`config.mk`:
```
export PLATFORM = sky130hd
export DESIGN_NAME = md_unit_flat
export DESIGN_NICKNAME = d
export VERILOG_FILES = /design/src/rtl/md_pkg.sv /design/src/rtl/md_if.sv /design/src/rtl/md_divider.sv /design/src/rtl/md_unit.sv /design/src/flat_wrapper.sv
export SDC_FILE = /design/constraint.sdc
export NUM_CORES = 2
export LEC_CHECK = 0
export ABC_AREA = 1
export CAP_MARGIN = 20
export CORE_UTILIZATION = 60
export CTS_CLUSTER_SIZE = 20
export DETAILED_ROUTE_END_ITERATION = 6
export GPL_TIMING_DRIVEN = 0
export PLACE_DENSITY = 0.78
export SLEW_MARGIN = 20
export SYNTH_ARGS = -nofsm -noshare
export SYNTH_HDL_FRONTEND = slang
export SYNTH_SLANG_ARGS = --single-unit
```
`constraint.sdc`:
```
create_clock -name clk -period 2.4 [get_ports clk]
set_input_delay 0.48 -clock clk [delete_from_list [all_inputs] [get_ports clk]]
set_output_delay 0.48 -clock clk [all_outputs]
set_load 0.05 [all_outputs]
```
`src/rtl/md_pkg.sv`:
```
// md_pkg: shared types and constants for the multiply/divide unit.
//   md_func_t  - MDFunc encoding driven by the EX control fields.
//                Encodings 101..111 are reserved and behave as NOP.
//   md_state_t - md_unit sequencer states.
//   mag32()    - absolute value of a 32-bit operand when signed.
//   is_md_op() - 1 for encodings that do work (NOP/reserved give 0).
package md_pkg;

  typedef enum logic [2:0] {
    MD_NOP  = 3'b000,
    MD_MUL  = 3'b001,
    MD_DIV  = 3'b010,
    MD_MTHI = 3'b011,
    MD_MTLO = 3'b100
  } md_func_t;

  typedef enum logic [1:0] {
    IDLE,
    MUL,
    DIV,
    FIX
  } md_state_t;

  localparam int MD_DIV_STEPS = 32;
  localparam int MD_MUL_CNT_W = 4;  // holds MUL_LAT up to 15
  localparam int MD_DIV_CNT_W = 6;  // holds MD_DIV_STEPS

  function automatic logic [31:0] mag32(input logic [31:0] x, input logic is_signed);
    return (is_signed && x[31]) ? -x : x;
  endfunction

  function automatic logic is_md_op(input logic [2:0] f);
    return (f == MD_MUL) || (f == MD_DIV) || (f == MD_MTHI) || (f == MD_MTLO);
  endfunction

endpackage

```
`src/rtl/md_if.sv`:
```
// md_if: EX-stage <-> multiply/divide unit signal bundle.
//   EX side (master) drives: md_start, md_func, md_sign, md_a, md_b, rd_hi, rd_lo.
//   MD side (slave) drives : hi, lo, busy, md_stall.
interface md_if;
  logic        md_start;
  logic [2:0]  md_func;
  logic        md_sign;
  logic [31:0] md_a;
  logic [31:0] md_b;
  logic        rd_hi;
  logic        rd_lo;
  logic [31:0] hi;
  logic [31:0] lo;
  logic        busy;
  logic        md_stall;

  modport master (
    output md_start, md_func, md_sign, md_a, md_b, rd_hi, rd_lo,
    input  hi, lo, busy, md_stall
  );

  modport slave (
    input  md_start, md_func, md_sign, md_a, md_b, rd_hi, rd_lo,
    output hi, lo, busy, md_stall
  );
endinterface

```
`src/rtl/md_divider.sv`:
```
// md_divider: 32-step restoring unsigned divider core.
//   start_i      - load operands; the first step happens on the following edge.
//   dividend_i   - unsigned dividend, sampled with start_i.
//   divisor_i    - unsigned divisor, sampled with start_i.
//   done_o       - high during the cycle whose closing edge performs step 32.
//   quotient_o   - quotient, final in the cycle after done_o.
//   remainder_o  - remainder, final in the cycle after done_o.
// A zero divisor yields quotient 0xFFFFFFFF and remainder = dividend.
module md_divider
  import md_pkg::*;
(
  input  logic        clk,
  input  logic        rst_n,
  input  logic        start_i,
  input  logic [31:0] dividend_i,
  input  logic [31:0] divisor_i,
  output logic        done_o,
  output logic [31:0] quotient_o,
  output logic [31:0] remainder_o
);

  logic [31:0]             rem_q, rem_d;
  logic [31:0]             quo_q, quo_d;  // dividend bits shift out, quotient bits shift in
  logic [31:0]             dvs_q, dvs_d;
  logic [MD_DIV_CNT_W-1:0] cnt_q, cnt_d;
  logic [32:0]             shifted;

  // NOTE: every variable gets its default first so no path leaves it unassigned,
  // which would otherwise infer a latch.
  always_comb begin
    rem_d   = rem_q;
    quo_d   = quo_q;
    dvs_d   = dvs_q;
    cnt_d   = cnt_q;
    shifted = {rem_q, quo_q[31]};
    if (start_i) begin
      rem_d = '0;
      quo_d = dividend_i;
      dvs_d = divisor_i;
      cnt_d = MD_DIV_CNT_W'(MD_DIV_STEPS);
    end else if (cnt_q != '0) begin
      // Restoring step: keep the trial difference only when it does not go negative.
      if (shifted >= {1'b0, dvs_q}) begin
        rem_d = 32'(shifted - {1'b0, dvs_q});
        quo_d = {quo_q[30:0], 1'b1};
      end else begin
        rem_d = shifted[31:0];
        quo_d = {quo_q[30:0], 1'b0};
      end
      cnt_d = cnt_q - MD_DIV_CNT_W'(1);
    end
  end

  // NOTE: sequential state uses non-blocking assignments so every register
  // samples the pre-edge values regardless of statement order.
  always_ff @(posedge clk or negedge rst_n) begin
    if (!rst_n) begin
      rem_q <= '0;
      quo_q <= '0;
      dvs_q <= '0;
      cnt_q <= '0;
    end else begin
      rem_q <= rem_d;
      quo_q <= quo_d;
      dvs_q <= dvs_d;
      cnt_q <= cnt_d;
    end
  end

  assign done_o      = (cnt_q == MD_DIV_CNT_W'(1));
  assign quotient_o  = quo_q;
  assign remainder_o = rem_q;

endmodule

```
`src/rtl/md_unit.sv`:
```
// md_unit: EX-stage multiply/divide responder owning HI/LO.
//   clk, rst_n - pipeline clock, asynchronous active-low reset.
//   bus        - md_if slave: request fields in; hi, lo, busy, md_stall out.
// MUL latches the 64-bit product at issue and exposes it after MUL_LAT busy
// cycles. DIV runs the unsigned core on operand magnitudes for 32 cycles, then
// a FIX cycle restores signs (or applies the divide-by-zero result).
module md_unit
  import md_pkg::*;
#(
  parameter int unsigned MUL_LAT = 5
) (
  input  logic clk,
  input  logic rst_n,
  md_if.slave  bus
);

  md_state_t               state_q, state_d;
  logic [31:0]             hi_q, hi_d, lo_q, lo_d;
  logic [MD_MUL_CNT_W-1:0] cnt_q, cnt_d;
  logic [63:0]             prod_q, prod_d;
  logic                    q_neg_q, q_neg_d, r_neg_q, r_neg_d;
  logic                    div0_q, div0_d;
  logic [31:0]             a_raw_q, a_raw_d;

  logic        div_start, div_done, busy;
  logic [31:0] div_quo, div_rem;
  logic [63:0] a_ext, b_ext;

  // Sign-extending only in signed mode makes the low 64 bits of one
  // multiplier correct for both MULT and MULTU.
  assign a_ext = {{32{bus.md_sign & bus.md_a[31]}}, bus.md_a};
  assign b_ext = {{32{bus.md_sign & bus.md_b[31]}}, bus.md_b};

  md_divider u_div (
    .clk         (clk),
    .rst_n       (rst_n),
    .start_i     (div_start),
    .dividend_i  (mag32(bus.md_a, bus.md_sign)),
    .divisor_i   (mag32(bus.md_b, bus.md_sign)),
    .done_o      (div_done),
    .quotient_o  (div_quo),
    .remainder_o (div_rem)
  );

  always_comb begin
    state_d   = state_q;
    hi_d      = hi_q;
    lo_d      = lo_q;
    cnt_d     = cnt_q;
    prod_d    = prod_q;
    q_neg_d   = q_neg_q;
    r_neg_d   = r_neg_q;
    div0_d    = div0_q;
    a_raw_d   = a_raw_q;
    div_start = 1'b0;
    unique case (state_q)
      IDLE: begin
        if (bus.md_start) begin
          case (bus.md_func)
            MD_MTHI: hi_d = bus.md_a;
            MD_MTLO: lo_d = bus.md_a;
            MD_MUL: begin
              prod_d  = a_ext * b_ext;
              cnt_d   = MD_MUL_CNT_W'(MUL_LAT);
              state_d = MUL;
            end
            MD_DIV: begin
              div_start = 1'b1;
              q_neg_d   = bus.md_sign & (bus.md_a[31] ^ bus.md_b[31]);
              r_neg_d   = bus.md_sign & bus.md_a[31];
              div0_d    = (bus.md_b == '0);
              a_raw_d   = bus.md_a;
              state_d   = DIV;
            end
            default: ;  // NOP and reserved encodings
          endcase
        end
      end
      MUL: begin
        cnt_d = cnt_q - MD_MUL_CNT_W'(1);
        if (cnt_q == MD_MUL_CNT_W'(1)) begin
          {hi_d, lo_d} = prod_q;
          state_d      = IDLE;
        end
      end
      DIV: begin
        if (div_done) state_d = FIX;
      end
      FIX: begin
        // Divide by zero reports the raw dividend, so the sign fixup is skipped.
        if (div0_q) begin
          lo_d = 32'hFFFF_FFFF;
          hi_d = a_raw_q;
        end else begin
          lo_d = q_neg_q ? -div_quo : div_quo;
          hi_d = r_neg_q ? -div_rem : div_rem;
        end
        state_d = IDLE;
      end
      default: state_d = IDLE;
    endcase
  end

  always_ff @(posedge clk or negedge rst_n) begin
    if (!rst_n) begin
      state_q <= IDLE;
      hi_q    <= '0;
      lo_q    <= '0;
      cnt_q   <= '0;
      prod_q  <= '0;
      q_neg_q <= 1'b0;
      r_neg_q <= 1'b0;
      div0_q  <= 1'b0;
      a_raw_q <= '0;
    end else begin
      state_q <= state_d;
      hi_q    <= hi_d;
      lo_q    <= lo_d;
      cnt_q   <= cnt_d;
      prod_q  <= prod_d;
      q_neg_q <= q_neg_d;
      r_neg_q <= r_neg_d;
      div0_q  <= div0_d;
      a_raw_q <= a_raw_d;
    end
  end

  assign busy         = (state_q != IDLE);
  assign bus.busy     = busy;
  assign bus.hi       = hi_q;
  assign bus.lo       = lo_q;
  assign bus.md_stall = busy && ((bus.md_start && is_md_op(bus.md_func)) || bus.rd_hi || bus.rd_lo);

endmodule

```
`src/flat_wrapper.sv`:
```
// flat-port wrapper written by rule: the top's interface ports become plain ports
module md_unit_flat import md_pkg::*;
#(
  parameter int unsigned MUL_LAT = 5
)
  (clk, rst_n, bus_md_start, bus_md_func, bus_md_sign, bus_md_a, bus_md_b, bus_rd_hi, bus_rd_lo, bus_hi, bus_lo, bus_busy, bus_md_stall);
  md_if bus_i ();
  input  logic clk;
  input  logic rst_n;
  input wire logic [$bits(bus_i.md_start)-1:0] bus_md_start;
  input wire logic [$bits(bus_i.md_func)-1:0] bus_md_func;
  input wire logic [$bits(bus_i.md_sign)-1:0] bus_md_sign;
  input wire logic [$bits(bus_i.md_a)-1:0] bus_md_a;
  input wire logic [$bits(bus_i.md_b)-1:0] bus_md_b;
  input wire logic [$bits(bus_i.rd_hi)-1:0] bus_rd_hi;
  input wire logic [$bits(bus_i.rd_lo)-1:0] bus_rd_lo;
  output wire logic [$bits(bus_i.hi)-1:0] bus_hi;
  output wire logic [$bits(bus_i.lo)-1:0] bus_lo;
  output wire logic [$bits(bus_i.busy)-1:0] bus_busy;
  output wire logic [$bits(bus_i.md_stall)-1:0] bus_md_stall;
  assign bus_i.md_start = bus_md_start;
  assign bus_i.md_func = bus_md_func;
  assign bus_i.md_sign = bus_md_sign;
  assign bus_i.md_a = bus_md_a;
  assign bus_i.md_b = bus_md_b;
  assign bus_i.rd_hi = bus_rd_hi;
  assign bus_i.rd_lo = bus_rd_lo;
  assign bus_hi = bus_i.hi;
  assign bus_lo = bus_i.lo;
  assign bus_busy = bus_i.busy;
  assign bus_md_stall = bus_i.md_stall;
  md_unit #(.MUL_LAT(MUL_LAT)) u_core (.clk(clk), .rst_n(rst_n), .bus(bus_i));
endmodule
```
# Yosys cells after proc, flatten, opt, wreduce, memory -nomap -nowiden
# Cells that the tools add are included.
# W data, S select, Z words.
[op_classes]
addsub = 7
mul = 1
n_div = 0
magnitude_cmp = 1
eq_ne = 16
n_shift = 0
n_mux = 33
bitwise_logic = 4
reduce_logical = 22
[ops]
columns = ["operator", "count"]
rows = [
  ["$mux W32", 17],
  ["$pmux W32 S3", 2],
  ["$neg A32 Y32", 4],
  ["$mul A33 B33 Y64", 1],
  ["$ge A33 B32 Y1", 1],
  ["$logic_not A32 Y1", 1],
  ["$sub A32 B32 Y32", 1],
  ["$mux W6", 2],
  ["$reduce_and A4 Y1", 3],
  ["$ne A2 B1 Y1 const B", 5],
  ["$reduce_and A3 Y1", 3],
  ["$mux W4", 2],
  ["$pmux W2 S4", 1],
  ["$pmux W4 S2", 1],
  ["$eq A3 B2 Y1 const B", 2],
  ["$eq A6 B1 Y1 const B", 1],
  ["$mux W2", 3],
  ["$reduce_bool A2 Y1", 3],
  ["$reduce_bool A6 Y1", 1],
  ["$sub A6 B1 Y6 const B", 1],
  ["$logic_or A1 B1 Y1", 5],
  ["$eq A2 B2 Y1 const B", 2],
  ["$eq A4 B1 Y1 const B", 1],
  ["$logic_and A1 B1 Y1", 4],
  ["12 further kinds", 17],
]
[totals]
register_bits = 271
latch_bits = 0
ram_bits = 0
romBits = 0
in_bits = 73
out_inout_bits = 66
wordCells = 97
mem_count = 0

# Depth between registers and ports, before layout
[depth]
word_depth = 8
mapped_depth = 35
ltp_nobuf = 33

# Modules after synthesis
# Synthesis repeated with hierarchy kept, for this count alone.
[unflattened]
cells_unflattened = 7796
area_unflattened_um2 = 58551.2
[by_module_without_submodules]
columns = ["mod", "instances", "cells_per_inst", "area_each_um2", "seq_area_each_um2"]
rows = [
  ["md_unit", 1, 6743, 51446.8, 4229.1],
  ["md_divider", 1, 1053, 7104.3, 2552.4],
]

# Worst setup path before layout
# Ideal clock, no wire load.
[synth_path]
path_kind = "input to register"
from = "in bus_md_sign"
to = "reg u_core.prod_q[63]"
arrival_time_ns = 7.530
setup_slack_ns = -5.248
path_stages = 28
cell_sequence = "buf_2 -> nand2_2 -> clkbuf_1 -> buf_1 -> nor2_1 -> fa_1 -> inv_1 -> fa_1 -> inv_1 -> fa_1 -> inv_1 -> fa_1 -> fa_1 -> fa_1 -> inv_1 -> fa_1 -> inv_1 -> fa_1 -> inv_1 -> ha_1 -> nand2_1 -> nor3_1 -> and3_1 -> nand2_1 -> nand2_1 -> nand3_1 -> nand3_1 -> nand2_1"
[synth_via]
elab_chain_len = 2
word_cells_on_any_way = 3
classes_between = "1 x mul; 2 x bitwise"
[synth_lines]
columns = ["element", "line", "rtl"]
rows = [
  ["start: declaration", "flat_wrapper.sv:12", "input wire logic [$bits(bus_i.md_sign)-1:0] bus_md_sign;"],
  ["$and A1 B1 Y1, on equally long branches", "md_unit.sv:31, md_unit.sv:32", ""],
  ["$mul A33 B33 Y64 (*)", "md_unit.sv:63", "prod_d = a_ext * b_ext;"],
  ["end signal: assignment", "md_unit.sv:120", "prod_q <= prod_d;"],
  ["end: declaration", "md_unit.sv:20", "logic [63:0] prod_q, prod_d;"],
]
# Mark *: on every way between the ends. The rest lies on a longest branch, timed or not.
# A chain may end at the register's enable or synchronous reset.

# Worst setup path after layout
[layout_path]
from = "in bus_md_a[31]"
to = "reg u_core.prod_q[56]"
[layout_via]
elab_chain_len = 2
[layout_lines]
columns = ["element", "line", "rtl"]
rows = [
  ["start: declaration", "flat_wrapper.sv:13", "input wire logic [$bits(bus_i.md_a)-1:0] bus_md_a;"],
  ["$and A1 B1 Y1", "md_unit.sv:31", "assign a_ext = {{32{bus.md_sign & bus.md_a[31]}}, bus.md_a};"],
  ["$mul A33 B33 Y64 (*)", "md_unit.sv:63", ""],
]
# Marked as above.

==> summary.txt <==
Min path
  • Hold endpoint: u_core.q_neg_q
  • Hold Path Depth: 3
  • Hold_sp: bus_md_sign
  • Min-delay worst type: primary input to flop

Final layout
  • Fillers: 6,697
  • Commonest non-fill, non-tap cells in the layout: nand2_1, inv_1, fa_1
  • Final std cells w/o fill: 9,624
  • Layout Nets: 9,758
  • Fraction of layout cells with a size suffix above 1: 0.197
  • Commonest non-fill, non-tap cell in the layout: nand2_1
  • Area delta synth->final: 23.6%

Placement
  • Placed insts: 9,290
  • GP Congestion: 1.16
  • Final HPWL DP: 221 mm
  • Port-buffer cells: 86

Global routing
  • Largest net degree at the start of global routing: 102
  • Vias in the first global route: 60,100
  • Gr ovfl total: 0
  • Initial antenna violation count: 36
  • First-pass GRT wire length: 408 mm
  • All-Layer GR Usage: 0.585

Synthesis
  • Syn Nets: 9,375
  • Synth cell types: 57
  • Prevailing post-synth register cell: dfrtp_1
  • FFs w/ async S/R, synth: 1.00
  • Post-synthesis sequential area ratio: 0.115
  • Post-Syn Area: 0.0588 sq mm
  • Syn. warnings: 0
  • Synth area leaders: fa_1, nand2_1, inv_1
  • Top cell type's share of synthesized area: 0.384
  • Synth Instances: 7,923
  • Largest area contributor in the netlist: fa_1
  • EDFF count, synth: 0
  • Yosys reg bits: 271
  • Synthesized area per cell: 7.42 sq um

Clock tree
  • CTS sink count: 271
  • CTS buffer count: 26
  • Clk slew on worst S/H paths: 0.07 ns
  • Worst-Skew Late Latency: 0.61 ns
  • CTS tree: built
  • Worst-case clock buffer depth: 3
  • H-tree levels: 1
  • Clk root buf: clkbuf_16

Setup path
  • Slowest CP cell: fa_1
  • Worst path max stage delay: 0.58 ns
  • Reg2reg start: u_core.state_q[0]
  • R2R cell count: 9
  • Reg-to-Reg End: u_core.u_div.quotient_o[11]
  • Crit path kind: primary input to flop
  • Data required time of the critical path: 2.88 ns
  • CP Launch Type: primary input
  • Most frequent CP cell: fa_1
  • Kind of cell adding the most delay to the critical path: adder cells
  • Largest fanout on the critical path: 5
  • WP data arrival: 8.51 ns
  • WP buf/inv: 13
  • Crit end category: flop
  • FF-to-FF setup slack: -0.37 ns

STA
  • Measured slew at the worst slew-check pin: 1.10 ns
  • Fin. Hold Viols: 0
  • FMAX: 124 MHz
  • Final setup skew: 0.0156 ns
  • Max Slew Vio Count: 0
  • Final number of setup-violating endpoints: 150
  • Tmin final: 8.03 ns
  • Setup ws final: -5.63 ns
  • Period Utilization, post-route: 3.35
  • RSZ-0062 raised after global routing: true
  • Worst relative slew slack: 0.265

Detailed routing
  • Wire length per cell: 31.7 microns
  • DR iter-0 viols: 11,000
  • Vias: 62,700
  • Remaining DRCs: 747
  • Post-route ant nets: 0
  • Drt via density: 6.52
  • Routed wire length: 305 mm
  • Drt pass-1 iters: 7

Floorplan
  • # IOs: 139
  • Die width: 315 microns
  • FP Rows: 114
  • Die footprint: 0.0992 sq mm
  • Initial Util: 0.607
  • Die height: 315 microns
  • Core area: 0.0969 sq mm

Run status
  • Status: finished with violations
  • Violated checks: design-rule violations, negative setup slack

Run
  • Max cap viols: 0
## layer usage
layer / vias to the layer above / part of all wire / GRT usage
li1: 23900 / - / -
met1: 29700 / 0.31 / 0.684
met2: 6621 / 0.37 / 0.760
met3: 2419 / 0.20 / 0.366
met4: 64 / 0.11 / 0.441
met5: - / 0.0055 / 0.0633
## worst register-to-register path, cell delays in order (launching register included)
cell and delay, ns:
dfrtp_1 0.37, buf_4 0.17, inv_4 0.21, nand2_4 0.12
nor3_4 0.51, nand3_1 0.60, inv_2 0.34, o31ai_1 0.14
o22ai_1 0.13, a21oi_1 0.06
## flip-flops by register name, indices dropped and copies added, names as in the netlist
name / cells
u_core.bus.hi: 32
u_core.u_div.cnt_q: 6
u_core.q_neg_q: 1
u_core.u_div.quotient_o: 32
u_core.a_raw_q: 32
u_core.bus.lo: 32
u_core.state_q: 2
u_core.prod_q: 64
u_core.r_neg_q: 1
u_core.div0_q: 1
u_core.u_div.dvs_q: 32
u_core.u_div.remainder_o: 32
u_core.cnt_q: 4
## worst max-delay path by stage
stage / endpoint / startpoint / slack [ns] / cells past startpoint
3_3_place_gp: u_core.prod_q[49] / rst_n / -10.84 / 1
3_5_place_dp: u_core.prod_q[45] / bus_md_a[31] / -7.06 / 26
5_1_grt: u_core.prod_q[60] / bus_md_a[31] / -5.57 / 34
4_1_cts: u_core.prod_q[48] / bus_md_a[31] / -4.70 / 35
6_report: u_core.prod_q[56] / bus_md_a[31] / -5.63 / 34
2_1_floorplan: u_core.prod_q[48] / bus_md_a[31] / -4.69 / 32
## cell families after synthesis
logic type / after synthesis / share of synthesized area
adders and majority gates: 1379 / 0.437
buffers and inverters: 2431 / 0.158
AOI/OAI and AO/OA: 583 / 0.0580
xor gates and xnor gates: 69 / 0.0103
DFF: 271 / 0.115
and+or+nand+nor: 3190 / 0.221
## cell usage after synthesis (16+ instances only)
library cell / count
nor2_1: 403
o21bai_1: 17
o21ai_1: 17
a21oi_1: 168
inv_2: 17
ha_1: 253
a21boi_1: 16
buf_1: 87
a211oi_1: 36
nor3_1: 47
dfrtp_1: 271
xnor2_1: 32
o21ai_0: 212
xor2_1: 37
o211ai_1: 17
nand4_1: 65
nand2_1: 2207
a2bb2oi_1: 20
clkbuf_1: 217
nand3b_1: 19
nand3_1: 368
buf_2: 59
or2_2: 37
fa_1: 1126
inv_1: 2035
## stage by stage
step           TNS [ns]  instance area, sq um  hold WS, ns  worst slack (ns)   util
5_1_grt         -266.27                 72600        0.215             -5.57  0.749
3_5_place_dp    -423.61                 64500        0.358             -7.06  0.666
6_report        -260.70                 72600        0.207             -5.63  0.750
3_3_place_gp   -3342.95                 64400        0.462            -10.84  0.665
2_1_floorplan   -226.32                 62000        0.184             -4.69      -
4_1_cts         -232.29                 69900        0.203             -4.70  0.722
## final cells by class
| type | count | area, sq um | share of cell area |
|---|---|---|---|
| multi-input combinational | 5221 | 47400 | 0.652 |
| inverter | 2056 | 7800 | 0.107 |
| sequential | 271 | 6800 | 0.0936 |
| buffer | 363 | 4350 | 0.0599 |
| timing repair buffer | 367 | 3750 | 0.0517 |
| tap | 1276 | 1600 | 0.0220 |
| clock buffer | 37 | 752 | 0.0104 |
| clock inverter | 11 | 155 | 0.00214 |
| antenna | 22 | 55.1 | 0.000758 |
## timing repair
item | in CTS | in global routing
pin swaps | 258 | 187
hold buffers | 1 | 0
buffers inserted | 138 | 132
gates resized for setup | 942 | 546
gates cloned | 3 | 4
hold endpoints to repair | 27 | 0
endpoints found under the setup margin | 171 | 175
Power is not shown: default switching activity piles up to over one toggle a cycle in this logic, so the estimate is an artifact.
